--- src/rtl/scazator_16bit_seq.sv ---
// scazator_16bit_seq: multi-cycle subtractor, one CLA group slice per clock with registered carry
module cla_group #(
  parameter int W = 4
) (
  input  logic [W-1:0] x,
  input  logic [W-1:0] y,
  input  logic         ci,
  output logic [W-1:0] s,
  output logic         co
);
  logic [W-1:0] g, p;
  logic [W:0]   c;
  assign g = x & y;
  assign p = x ^ y;
  always_comb begin
    c = '0;
    c[0] = ci;
    for (int i = 0; i < W; i++) c[i+1] = g[i] | (p[i] & c[i]);
  end
  assign s  = p ^ c[W-1:0];
  assign co = c[W];
endmodule

module scazator_16bit_seq #(
  parameter int WIDTH = 16,
  parameter int GROUP = 4
) (
  input  logic             clk,
  input  logic             rst_n,
  input  logic             in_valid,
  output logic             in_ready,
  input  logic [WIDTH-1:0] a,
  input  logic [WIDTH-1:0] b,
  input  logic             bin,
  output logic             out_valid,
  input  logic             out_ready,
  output logic [WIDTH-1:0] diff,
  output logic             bout,
  output logic             ovf
);
  localparam int N  = WIDTH / GROUP;
  localparam int IW = (N > 1) ? $clog2(N) : 1;
  typedef enum logic [1:0] {IDLE, CALC, DONE} state_t;
  state_t                     state, state_nx;
  logic [IW-1:0]              idx;
  logic [N-1:0][GROUP-1:0]    a_r, nb_r, diff_r;
  logic                       carry, cout, last;
  logic [GROUP-1:0]           sum;
  cla_group #(.W(GROUP)) u_cla (.x(a_r[idx]), .y(nb_r[idx]), .ci(carry), .s(sum), .co(cout));
  assign last      = idx == IW'(N - 1);
  assign in_ready  = state == IDLE;
  assign out_valid = state == DONE;
  assign diff      = diff_r;
  always_comb begin
    state_nx = state == IDLE ? (in_valid ? CALC : IDLE) :
               state == CALC ? (last ? DONE : CALC) :
               (out_ready ? IDLE : DONE);
  end
  always_ff @(posedge clk or negedge rst_n) begin
    if (!rst_n) begin
      state  <= IDLE;
      idx    <= '0;
      a_r    <= '0;
      nb_r   <= '0;
      carry  <= 1'b0;
      diff_r <= '0;
      bout   <= 1'b0;
      ovf    <= 1'b0;
    end else begin
      state <= state_nx;
      if (state == IDLE && in_valid) begin
        a_r   <= a;
        nb_r  <= ~b;
        carry <= ~bin;
        idx   <= '0;
      end
      if (state == CALC) begin
        diff_r[idx] <= sum;
        carry       <= cout;
        idx         <= last ? '0 : idx + IW'(1);
        if (last) begin
          bout <= ~cout;
          ovf  <= (a_r[N-1][GROUP-1] == nb_r[N-1][GROUP-1]) && (sum[GROUP-1] != a_r[N-1][GROUP-1]);
        end
      end
    end
  end
endmodule

--- config.mk ---
export PLATFORM = sky130hd
export DESIGN_NAME = scazator_16bit_seq
export DESIGN_NICKNAME = d
export VERILOG_FILES = /design/src/rtl/scazator_16bit_seq.sv
export SDC_FILE = /design/constraint.sdc
export NUM_CORES = 1
export LEC_CHECK = 0
export CELL_PAD_IN_SITES_DETAIL_PLACEMENT = 0
export CELL_PAD_IN_SITES_GLOBAL_PLACEMENT = 1
export CORE_ASPECT_RATIO = 2
export CORE_MARGIN = 5
export CORE_UTILIZATION = 36
export DETAILED_ROUTE_END_ITERATION = 8
export PLACE_DENSITY_LB_ADDON = 0.1
export SLEW_MARGIN = 5
export SYNTH_ARGS = -nofsm -noshare
export SYNTH_HDL_FRONTEND = slang
export SYNTH_SLANG_ARGS = --single-unit
--- constraint.sdc ---
create_clock -name clk -period 3.1 [get_ports clk]
set_input_delay 0.775 -clock clk [delete_from_list [all_inputs] [get_ports clk]]
set_output_delay 0.775 -clock clk [all_outputs]
set_load 0.02 [all_outputs]
Word level (Yosys, flattened, before mapping)
Index checks and enable logic that the tools add are counted.
{"block": "totals", "ff_bits": 55, "input_bits": 37, "out_inout_bits": 20, "word_cells": 62}
{"block": "op_classes", "add_sub_neg": 1, "order_cmp": 2, "n_eq_ne": 5, "muxes": 17, "n_bitwise": 14, "n_reduce_logical": 6}
{"cell": "4-bit binary-select mux with 2-bit select", "n": 2}
{"cell": "16-bit bitwise mux", "n": 1}
{"cell": "16-bit inverter", "n": 1}
{"cell": "2-bit two-way mux", "n": 7}
{"cell": "4-bit two-way mux", "n": 3}
{"cell": "4-bit demux with 2-bit select", "n": 1}
{"cell": "4-bit bitwise XOR", "n": 2}
{"cell": "1-bit bitwise AND", "n": 4}
{"cell": "4-bit bitwise AND", "n": 1}
{"cell": "2-bit equality test, second input constant", "n": 2}
{"cell": "1-bit OR", "n": 4}
{"cell": "1-bit logical AND", "n": 3}
{"cell": "2-bit by 3-bit less-than comparator with 1-bit output, second input constant", "n": 1}
{"cell": "1-bit two-way mux", "n": 3}
{"cell": "2-bit by 1-bit adder with 2-bit output, second input constant", "n": 1}
{"cell": "2-bit by 1-bit equality test with 1-bit output, second input constant", "n": 1}
{"cell": "2-bit by 1-bit >= comparator with 1-bit output, second input constant", "n": 1}
{"cell": "2-bit zero test", "n": 1}
{"cell": "1-bit inverter", "n": 2}
{"cell": "2-bit AND reduction", "n": 1}
{"cell": "2-bit nonzero test", "n": 1}
{"cell": "1-bit equality test", "n": 1}
{"cell": "1-bit != test", "n": 1}

Logic depth before layout (Yosys ltp)
{"block": "depth", "word_depth": 12, "mapped_depth": 11, "mapped_depth_nobuf": 10}

By module
From an unflattened synthesis, not the netlist that was laid out.
{"block": "unflattened", "cells_unflattened": 183, "area_unflattened_um2": 2493.6}
{"mod": "scazator_16bit_seq", "instances": 1, "cells_each": 169, "area_each_um2": 2376.0, "seq_area_each_um2": 1376.3}
{"mod": "cla_group", "instances": 1, "cells_each": 14, "area_each_um2": 117.6, "seq_area_each_um2": 0.0}

Least setup slack after synthesis
No wires, ideal clock.
{"block": "synth_timing", "path_kind": "reg-to-reg", "start": "register idx[0]", "end": "register ovf", "setup_time_ps": 136, "t_arrival_ps": 3089, "t_required_ps": 2964, "path_slack_ps": -125, "stages_incl_launch_ff": 12, "n_path_buf": 1, "period_less_slack_ps": 3225, "path_cell_list": "dfrtp_1 buf_2 mux4_2 inv_1 fa_1 inv_1 fa_1 fa_1 fa_1 and3b_1 a21oi_1 o21ai_0"}
{"block": "synth_between", "elab_chain_cells": 12, "elab_cells_between_ends": 17, "classes_between": "eq/ne (2); mux (4); bitwise (9); reduce/logical (2)"}
{"element": "start: declaration", "line": "45", "source": "logic [IW-1:0] idx;"}
{"element": "start signal: assignment", "line": "80", "source": "idx <= last ? '0 : idx + IW'(1);"}
{"element": "4-bit binary-select mux with 2-bit select", "line": "49", "source": "cla_group #(.W(GROUP)) u_cla (.x(a_r[idx]), .y(nb_r[idx]), .ci(carry), .s(sum), .co(cout));"}
{"element": "4-bit two-way mux (not written as such)", "line": "49"}
{"element": "4-bit bitwise XOR", "line": "14", "source": "assign p = x ^ y;"}
{"element": "1-bit bitwise AND", "line": "18", "source": "for (int i = 0; i < W; i++) c[i+1] = g[i] | (p[i] & c[i]);"}
{"element": "1-bit OR", "line": "18"}
{"element": "1-bit bitwise AND", "line": "18"}
{"element": "1-bit OR", "line": "18"}
{"element": "1-bit bitwise AND", "line": "18"}
{"element": "1-bit OR", "line": "18"}
{"element": "4-bit bitwise XOR (*)", "line": "20", "source": "assign s = p ^ c[W-1:0];"}
{"element": "named net sum[3]", "line": "48", "source": "logic [GROUP-1:0] sum;"}
{"element": "1-bit != test (*)", "line": "83", "source": "ovf <= (a_r[N-1][GROUP-1] == nb_r[N-1][GROUP-1]) && (sum[GROUP-1] != a_r[N-1][GROUP-1]);"}
{"element": "1-bit logical AND (*)", "line": "83"}
{"element": "end signal: assignment", "line": "83"}
{"element": "end: declaration", "line": "39", "source": "output logic ovf"}
The timed path passes the listed nets; every way through them passes the cells marked *. The select of a mux whose other input is x is not followed.
A chain may end at the register's enable or synchronous reset.

Worst setup path in the final report
{"block": "layout_timing", "start": "register idx[0]", "end": "register diff_r, in the netlist diff[7]"}
{"block": "layout_between", "elab_chain_cells": 11, "elab_cells_between_ends": 19, "classes_between": "order compare (2); mux (7); bitwise (9); reduce/logical (1)"}
{"element": "4-bit binary-select mux with 2-bit select", "line": "49"}
{"element": "4-bit two-way mux (not written as such)", "line": "49"}
{"element": "4-bit bitwise XOR", "line": "14"}
{"element": "1-bit bitwise AND", "line": "18"}
{"element": "1-bit OR", "line": "18"}
{"element": "1-bit bitwise AND", "line": "18"}
{"element": "1-bit OR", "line": "18"}
{"element": "1-bit bitwise AND", "line": "18"}
{"element": "1-bit OR", "line": "18"}
{"element": "4-bit bitwise XOR (*)", "line": "20"}
{"element": "named net sum[3]", "line": "48"}
{"element": "16-bit bitwise mux (*)", "line": "78", "source": "diff_r[idx] <= sum;"}
{"element": "end signal: indexed assignment", "line": "78"}
{"element": "end: declaration", "line": "46", "source": "logic [N-1:0][GROUP-1:0] a_r, nb_r, diff_r;"}
Marks and branches as above.

==> flow_summary.yaml <==
global_routing:
  grt_max_degree: 54
  grt_pass1_wl_um: 8721
  grt_antenna_before_repair: 0
  track_usage_pct: 13.71
  grt_overflow: 0
  grt_pass1_vias: 1735
placement:
  dpl-instance-area_um2: 3117
  place_ws_ns: 0.04486
  hpwlAfterDp_um: 4178
  port_buffers: 56
  gp_congestion: 0.7647
timing:
  post-route-min-period_ns: 2.941
  slew_headroom_pct: 30.16
  worst_slack_ns: 0.1588
  setup_tns_ns: 0
  fmax_mhz: 340.0
  slew_viol_final: 0
  hold_ws_ns: 0.4779
  worstMarginPinSlew_ns: 1.048
  rsz0062_at_grt: "false"
  final-hold-violation-count: 0
  setup_violations: 0
  skew_ns: 0.005579
  period_share_pct: 94.88
floorplan:
  core.rowCount: 42
  core_um2: 6621
  chipHeight_um: 126.9
  die_x_um: 68.44
  dieArea_um2: 8682
  initial_core_util_pct: 37.13
  num_io_pins: 57
clock_tree:
  clk_latency_ns: 0.29
  cts_htree_levels: 2
  clock-sinks: 55
  holdBufCountCts: 0
  cts.reportedPaths.clkPinSlew_ns: 0.07
  cts_buffer_depth: 2
  root_buffer: "clkbuf_16"
  cts_buffers: 5
  cts_tree: "done"
setup_path:
  crit_buf_inv: 3
  arrival_ns: 3.11
  endpoint_kind: "register"
  critPathSlowestCell: "mux4_2"
  worstSetupPathType: "reg2reg"
  cp_data_required_time_ns: 3.27
  cp_cell_sequence: "mux4_2, inv_1, fa_1, inv_1, fa_2, fa_2, fa_1, buf_4, mux2_2"
  cpLargestDelayFamily: "adder cells"
  worst_setup_path_start_kind: "register"
  cp_max_fo: 5
  max_stage_delay_ns: 0.50
finish:
  diodes: 0
  layout.nets: 287
  drive_gt1_share_pct: 23.14
  fillers: 617
  finalInstanceArea_um2: 3288
  syn2layout_area_growth_pct: 33.74
yosys:
  async_flop_share_pct: 100.0
  synth_warnings: 0
  synth_area_leaders: "dfrtp_1 (56%), mux2_4 (7.9%), mux4_2 (7.3%)"
  synth_area_um2: 2459
  synthTopCellsByCount: "dfrtp_1 (55), o21ai_0 (25), nand2_1 (22)"
  syn-instance-count: 180
  synth_most_common_cell: "dfrtp_1"
  ys_ff_latch: 55
  avgSynthCellArea_um2: 13.66
  synth_top_area_share_pct: 55.98
  synth_ff_type: "dfrtp_1"
  yosys.area.top_type: "dfrtp_1"
  synthDistinctLibCells: 21
  syn-num-nets: 225
  synth_edf_count: 0
  ys_seq_area_share_pct: 55.98
routing:
  totalWireLength_um: 5221
  ant_nets: 0
  drt_iter0_markers: 69
  drcViolationCount: 0
  dr.pass1.iters: 4
  routed-via-count: 1549
  post_drt_wl_per_cell_um: 15.82
  viasPerCell: 4.694
power_and_ir_drop:
  power.density_nw_per_um2: 1217
  p_total_mw: 4.003
  ir_drop_uv: 432.7
  p_leak_nw: 1.449
min_path:
  hold_path.class: "reg2reg"
job:
  cap_viol_max_count: 0
status:
  status: "finished, final reports clean"
==> where the power goes <==
group	leakage (nW)	switching [mW]	total, mW	internal (mW)
sequential	0.665	0.235	1.33	1.09
clock	0.0759	0.240	0.616	0.376
combinational	0.707	0.944	2.06	1.12
total	1.45	1.42	4.00	2.58
==> flip-flops by register name, summed over array words and instances, names as in the netlist <==
name / flops
idx: 2
carry: 1
state: 2
nb_r: 16
a_r: 16
diff: 16
ovf: 1
bout: 1
==> worst min-delay path, stage by stage (launching register included) <==
cell and delay, ns:
dfrtp_1 0.34, nand2_1 0.05, o21ai_0 0.06
==> final timing paths <==
check	startpoint	endpoint	slack, ns	depth (start not counted)
setup / recovery	idx[0]	diff[7]	0.16	9
hold / removal	diff[8]	diff[8]	0.48	2
setup reg to reg	idx[0]	diff[7]	0.16	9
hold reg to reg	diff[8]	diff[8]	0.48	2
max in group asynchronous	rst_n	nb_r[8]	1.71	2
min in group asynchronous	rst_n	a_r[4]	0.67	1
==> final cells by class <==
class	instances	area [um^2]	share of cell area [%]
clock buffers	5	125.1	3.805
clock inverters	2	37.54	1.142
inverters	9	33.78	1.027
multi-input cells	107	988.4	30.06
flip-flops and latches	55	1378	41.89
well taps	88	110.1	3.349
repair buffers	64	615.6	18.72
==> metrics by stage <==
| step | instances | utilization (%) |
|---|---|---|
| after floorplan | 180 | - |
| after global placement | 322 | 47.07 |
| after detailed placement | 322 | 47.07 |
| after CTS | 329 | 49.53 |
| after global routing | 330 | 49.66 |
| final | 330 | 49.66 |
==> layer usage <==
layer  wire length, um  track usage [%]  up-vias  part of all wire, %
met5                 0                0        -                    0
met2              3093            25.69       38                   59
met4                98            5.275        0                  1.9
met3               257            3.186        6                  4.9
met1              1771            13.66      764                   34
li1                  -                -      741                    -
==> cells by family after synthesis <==
| logic type | after synthesis | share of synthesized area [%] |
|---|---|---|
| muxes | 36 | 22.14 |
| AOI/OAI and AO/OA | 28 | 5.954 |
| and+or+nand+nor | 35 | 6.616 |
| buffers and inverters | 18 | 4.020 |
| adders and majority gates | 8 | 5.293 |
| DFF | 55 | 55.98 |
==> cells in the final DEF (no fill, tap or decap), types with 2 or more instances in the layout <==
cell	count
o21ai_0	25
nor2_1	3
buf_4	8
nand3_1	3
nand2_1	22
dfrtp_1	54
mux2_4	13
fa_1	2
ha_1	4
nand3b_1	4
mux4_2	8
clkbuf_16	5
fa_2	2
clkdlybuf4s50_1	55
mux2_2	15
inv_1	9
==> repair_timing <==
item | CTS | global route
buffers inserted | 0 | 1
resized for setup | 0 | 1
endpoints found under the setup margin | 0 | 5
(Power assumes the default switching activity.)
